## src/rtl/dot_accumulator.sv

```systemverilog
// Burst dot-product accumulator: sums 1..(2^CNT_W-1) unsigned products from the
// upstream multiplier and returns one result per burst over a valid/ready port.
module dot_accumulator #(
   parameter int PROD_W = 8,
   parameter int CNT_W  = 4,
   parameter int ACC_W  = 12
) (
   input  logic              clk_i,
   input  logic              rst_i,
   input  logic              start_i,
   input  logic [CNT_W-1:0]  len_i,
   output logic              busy_o,
   input  logic [PROD_W-1:0] prod_i,
   input  logic              in_valid_i,
   output logic              in_ready_o,
   output logic [ACC_W-1:0]  result_o,
   output logic              out_valid_o,
   input  logic              out_ready_i,
   output logic [CNT_W-1:0]  remaining_o
);

   typedef enum logic [1:0] {
      IDLE = 2'd0,
      ACC  = 2'd1,
      DONE = 2'd2
   } state_t;

   state_t             state_q;
   logic [ACC_W-1:0]   acc_q;
   logic [ACC_W-1:0]   result_q;
   logic [CNT_W-1:0]   remaining_q;
   logic               in_ready_q;
   logic               out_valid_q;
   logic               busy_q;

   logic [ACC_W-1:0]   sum_d;
   logic               beat;

   // ACC_W >= PROD_W + CNT_W, so the zero-extended sum can never wrap.
   assign sum_d = acc_q + ACC_W'(prod_i);
   assign beat  = in_valid_i && in_ready_q;

   always_ff @(posedge clk_i or posedge rst_i) begin
      if (rst_i) begin
         state_q     <= IDLE;
         acc_q       <= '0;
         result_q    <= '0;
         remaining_q <= '0;
         in_ready_q  <= 1'b0;
         out_valid_q <= 1'b0;
         busy_q      <= 1'b0;
      end else begin
         case (state_q)
            IDLE: begin
               if (start_i) begin
                  busy_q <= 1'b1;
                  if (len_i != '0) begin
                     remaining_q <= len_i;
                     acc_q       <= '0;
                     in_ready_q  <= 1'b1;
                     state_q     <= ACC;
                  end else begin
                     result_q    <= '0;
                     out_valid_q <= 1'b1;
                     state_q     <= DONE;
                  end
               end
            end
            ACC: begin
               if (beat) begin
                  acc_q       <= sum_d;
                  remaining_q <= remaining_q - 1'b1;
                  if (remaining_q == CNT_W'(1)) begin
                     result_q    <= sum_d;
                     in_ready_q  <= 1'b0;
                     out_valid_q <= 1'b1;
                     state_q     <= DONE;
                  end
               end
            end
            DONE: begin
               // start in the handshake cycle is deliberately dropped
               if (out_ready_i) begin
                  out_valid_q <= 1'b0;
                  busy_q      <= 1'b0;
                  state_q     <= IDLE;
               end
            end
            default: begin
               state_q     <= IDLE;
               in_ready_q  <= 1'b0;
               out_valid_q <= 1'b0;
               busy_q      <= 1'b0;
            end
         endcase
      end
   end

   assign busy_o      = busy_q;
   assign in_ready_o  = in_ready_q;
   assign out_valid_o = out_valid_q;
   assign result_o    = result_q;
   assign remaining_o = remaining_q;

endmodule

```

## config.mk

```make
export PLATFORM = sky130hd
export DESIGN_NAME = dot_accumulator
export DESIGN_NICKNAME = d
export VERILOG_FILES = /design/src/rtl/dot_accumulator.sv
export SDC_FILE = /design/constraint.sdc
export NUM_CORES = 1
export LEC_CHECK = 0
export CAP_MARGIN = 20
export CORE_ASPECT_RATIO = 0.75
export CORE_MARGIN = 10
export CORE_UTILIZATION = 55
export CTS_BUF_LIST = sky130_fd_sc_hd__clkbuf_16
export DETAILED_ROUTE_END_ITERATION = 10
export GPL_ROUTABILITY_DRIVEN = 0
export PLACE_DENSITY = 0.92
export SYNTH_ARGS = -nofsm -noshare
export SYNTH_HDL_FRONTEND = slang
export SYNTH_SLANG_ARGS = --single-unit
```

## constraint.sdc

```tcl
create_clock -name clk_i -period 5.9 [get_ports clk_i]
set_clock_uncertainty 0.15 [all_clocks]
set_input_delay 1.18 -clock clk_i [delete_from_list [all_inputs] [get_ports clk_i]]
set_output_delay 1.18 -clock clk_i [all_outputs]
set_load 0.1 [all_outputs]
```

# Word-level counts from Yosys, hierarchy flattened
# Index checks and enable logic that the tools add are counted.
# classes
add_sub_neg	2
eq_ne	9
n_mux	32
bitwise_logic	2
n_reduce_logical	10
# ops
operator	n
12-bit two-way mux	7
12-bit one-hot mux with 2 select lines	2
5-bit AND reduction	3
12-bit by 8-bit adder with 12-bit output	1
4-bit two-way mux	3
2-bit != test (second input constant)	6
1-bit two-way mux	10
2-bit two-way mux	5
1-bit one-hot mux with 3 select lines	3
4-bit one-hot mux with 2 select lines	1
4-bit AND reduction	2
2-bit one-hot mux with 3 select lines	1
4-bit by 1-bit equality test with 1-bit output (second input constant)	1
4-bit nonzero test	1
4-bit by 1-bit subtractor with 4-bit output (second input constant)	1
3-bit AND reduction	1
2-bit by 1-bit equality test with 1-bit output (second input constant)	1
2-bit equality test (second input constant)	1
2-bit zero test	1
1-bit NOT	2
2-bit nonzero test	1
1-bit logical AND	1
# totals
ff_bits	33
inputBits	17
out_inout_bits	19
wordCells	62

# Longest topological paths before layout
# depth
word_depth	4
depth_mapped	8
mapped_depth_nobuf	7

# Least setup slack after synthesis
# Ideal clock, no wire load.
# synth_timing
path_kind	input to register
from	in prod_i[0]
to	reg result_q[6] (netlist: result_o[6])
setup_time_ns	0.128
t_arrival_ns	2.632
required_time_ns	5.622
path_slack_ns	2.989
cell_stages	7
n_path_buf	0
cell_sequence	ha_1 > fa_1 > a211oi_1 > o21ai_0 > xnor2_1 > nor2_1 > mux2_1
# synth_via
elab_chain_len	4
# synth_rtl
item	line	text
start, declared	13	input logic [PROD_W-1:0] prod_i,
12-bit by 8-bit adder with 12-bit output	40	assign sum_d = acc_q + ACC_W'(prod_i);
12-bit two-way mux	73	if (remaining_q == CNT_W'(1)) begin
12-bit two-way mux	70	if (beat) begin
12-bit one-hot mux with 2 select lines	53	case (state_q)
end signal, assigned	74	result_q <= sum_d;
end, declared	30	logic [ACC_W-1:0] result_q;
# Every way passes these cells. The select of a mux whose other input is x is not followed.
# A chain may end at the register's enable or synchronous reset.

# Worst setup path after layout
# Same ends and word-level chain as after synthesis.

==> results.md <==
* Run status: finished clean
* Num rows at 18
* Max-slew headroom at the worst pin at 0.344
* CP Capture Type: flip-flop
* Pin count of the biggest net entering global routing at 34
* Largest family of logic cells by synthesized area: compound AO/OA/AOI/OAI gates
* Portion of the clock cycle consumed by the worst path in the final layout at 0.548
* Met1 layer wirelength in the final routing at about 1900 µm
* Number of synthesized register bits at 33
* Required time worst endpoint at slightly below 6 ns
* Clock buffer depth at 2
* Fraction of registers with async set or reset after synthesis at 1.00
* Number of antenna violations at the first check in global routing at 0
* Max-cap viol count at 0
* Kind of path behind the tightest hold check: flip-flop to flip-flop
* Worst-Margin Slew at around 1 ns
* IO buf count at 35
* Adder and majority gate portion of the synthesized area at 0.0751
* Die ar. at between 0.006 and 0.007 mm²
* Avg Inst Size Synth at ~10 µm²
* Simple-gate share of the synthesized area at 0.146
* Number of cells traversed by the worst hold path at 2
* Final setup violation count at 0
* Post-DR vias/cell at between 5 and 6
* Beginning of the worst register-to-register path: acc_q[0]$_DFFE_PP0P_
* CP startpoint: prod_i[0]
* Layout cell share with drive strength beyond 1 at 0.114
* Critical path arrival at around 3.2 ns
* Detailed-routed wire length on met2 at around 1900 µm
* Final count of pins violating max slew at 0
* Cell family with most CP delay: adder cells
* TritonCTS buffer count at 5
* Sum of buffers and inverters on the critical path at 1
* Worst r2r path cells at 7
* Post-synthesis compound-gate area fraction at 0.208
* Sequential element share of the synthesized area at 0.427
* IO Pins at 36
* DRC violation count after routing at 0
* Horiz. Die Dim at 88.5 µm
* Post-detailed-route count of antenna-violating nets at 0
* Total stage count of the critical path at 8
* Final hold violations at 0
* Aggregate global-route resource usage at 0.146
* Die extent in y at 71.3 µm
* Cell count after synthesis at slightly below 200
* Count of unique library cells instantiated by Yosys at 40
* Top sig layer: met4
* Setup TNS at 0 ns
* Global-route wire length before repair at about 7400 µm
* Clock transition at path regs at approximately 0.050 ns
* Number of enable-type register cells in the synthesized netlist at 0
* Root buffer cell: sky130_fd_sc_hd__clkbuf_16
* Worst slack at placement at around 2.4 ns
* Synthesized cell area at approximately 0.0019 mm²
* Synthesized Nets at approximately 220
* Total wire length after detailed routing at around 4300 µm
* Top-area cell type share of the netlist area at 0.427
* Slowest stage cell, crit path: sky130_fd_sc_hd__fa_1
* F_max at roughly 0.31 GHz
* Area growth from synthesis to final layout at 27.7%
* Number of instances resized during post-cts repair at 0
* Crit Path Max Fanout at 3
* Total met3 wirelength after detailed routing at roughly 410 µm
* Multiplexer share of the synthesized area at 0.0563
* CTS hold repair buffers at 0
* Crit Path Category: input port to flip-flop
* DRC violation total after the first TritonRoute iteration at about 180
* Insertion delay to the later sink of the worst-skew pair at between 0.2 and 0.3 ns
* Sum of net half-perimeters after detailed placement at between 3000 and 4000 µm
* Fraction of synthesized cell area in xor and xnor cells at 0.0408
* Post-CTS setup-driven buffer insertion count at 0
* Largest area contributor in the netlist: sky130_fd_sc_hd__dfrtp_1
* CP startpoint kind: input port
* Largest stage delay, worst path at ~0.43 ns
* Utilization after layout at 0.741
* Hold Slack at between 0.3 and 0.4 ns
* Total of warnings raised by yosys at 0
* 1st-pass router iterations at 4
* Number of clock sinks at 33
* Fillers at ~240
* Unrepaired setup endpoints after global routing: false
* Slack of the critical path at about 2.7 ns
* Initial Utilization at 0.580
* Ordered list of cells on the worst path: clkdlybuf4s50_1, ha_1, fa_1, a211oi_1, o21ai_0, xnor2_1, nor2_1, mux2_1
* Count of vias placed by the detailed router at roughly 1,500
* Number of global-route vias before repair at 1,582
* Final routed wire length divided by cell count at 15.9 µm
* Final global-route overflow total at 0
* Largest cells by area after synthesis: sky130_fd_sc_hd__dfrtp_1 43%, sky130_fd_sc_hd__ha_1 6.5%, sky130_fd_sc_hd__nand2_1 4.9%
* H-tree depth reported by CTS at 2
* Dominant synthesized flop cell: sky130_fd_sc_hd__dfrtp_1
* Hold path startpoint: result_o[0]$_DFFE_PP0P_
* TritonCTS clock tree: built
* Final min period at between 3 and 4 ns
* Core ar. at 0.00333 mm²
* Antenna cells at 0
* Layout net count at around 260
logic make-up (layout without fill, tap and decap cells):
| group | count (synthesis) | count (layout) |
|---|---|---|
| and+or+nand+nor | 55 | 55 |
| buffers and inverters | 15 | 51 |
| muxes | 9 | 9 |
| AOI/OAI and AO/OA | 61 | 61 |
| adders and majority gates | 11 | 11 |
| DFF | 33 | 33 |
| xor gates and xnor gates | 9 | 9 |
sequential cells by signal, indices dropped and copies added (netlist names):
name / flops
busy_o: 1
result_o: 12
acc_q: 12
state_q: 2
in_ready_o: 1
remaining_o: 4
out_valid_o: 1
worst paths after layout:
check                                                to  slack [ns]
min in group asynchronous       result_o[9]$_DFFE_PP0P_        1.15
worst max register to register  result_o[6]$_DFFE_PP0P_        3.61
worst min-delay path            result_o[0]$_DFFE_PP0P_        0.33
max in group asynchronous          acc_q[6]$_DFFE_PP0P_        4.15
worst min register to register  result_o[0]$_DFFE_PP0P_        0.33
worst max-delay path            result_o[6]$_DFFE_PP0P_        2.66
layer usage:
metal	vias to the layer above	GRT usage
li1	767	-
met1	707	0.186
met2	52	0.222
met3	6	0.0565
met4	0	0.0501
met5	-	0
area by class of cell:
class | instances | area, µm² | share of cell area
multi-input combinational | 145 | 1020 | 0.413
sequential | 33 | 826 | 0.335
timing repair buffer | 36 | 358 | 0.145
clock buffer | 5 | 125 | 0.0507
clock inverter | 3 | 65.1 | 0.0264
tap | 40 | 50.0 | 0.0203
inverter | 7 | 26.3 | 0.0106
worst register-to-register path: cells and delay by family, from the launching register on:
family	cells	cell delay, ns
adders and majority gates	2	0.65
AOI/OAI and AO/OA	2	0.44
DFF	1	0.38
muxes	1	0.32
xor gates and xnor gates	1	0.16
and+or+nand+nor	1	0.07
metrics by stage:
step	cells	cell area (µm²)
floorplan	193	1930
global placement	261	2280
detailed placement	261	2280
CTS	269	2470
global route	269	2470
finish	269	2470
synth_stat cells (3+ instances only):
cell	n
sky130_fd_sc_hd__mux2_1	5
sky130_fd_sc_hd__nor2_1	10
sky130_fd_sc_hd__xor2_1	3
sky130_fd_sc_hd__a21oi_2	3
sky130_fd_sc_hd__o21ai_0	10
sky130_fd_sc_hd__o21ai_1	10
sky130_fd_sc_hd__o211ai_1	5
sky130_fd_sc_hd__ha_1	10
sky130_fd_sc_hd__buf_6	4
sky130_fd_sc_hd__nand3_1	4
sky130_fd_sc_hd__xnor2_1	6
sky130_fd_sc_hd__a22o_1	4
sky130_fd_sc_hd__a21o_1	4
sky130_fd_sc_hd__inv_1	7
sky130_fd_sc_hd__a21oi_1	15
sky130_fd_sc_hd__or3_1	3
sky130_fd_sc_hd__nand2_1	25
sky130_fd_sc_hd__dfrtp_1	33
cell usage in the layout (no fill, tap or decap), drive strengths merged, types with 2 or more instances in the layout:
| cell | instances |
|---|---|
| bufinv | 2 |
| clkdlybuf4s50 | 35 |
| nand2b | 2 |
| a21oi | 18 |
| dfrtp | 33 |
| mux2 | 9 |
| a211oi | 3 |
| a21o | 4 |
| nor3b | 2 |
| nand2 | 25 |
| inv | 7 |
| nor4 | 2 |
| o211ai | 5 |
| ha | 10 |
| or3 | 3 |
| nand3 | 4 |
| clkbuf | 5 |
| or3b | 2 |
| nor2 | 11 |
| xnor2 | 6 |
| o21ai | 21 |
| xor2 | 3 |
| o31ai | 4 |
| a22o | 4 |
Power is left out: the tool's default activity adds up to more than one toggle a clock period on the data nets, which glitch-free logic cannot reach.
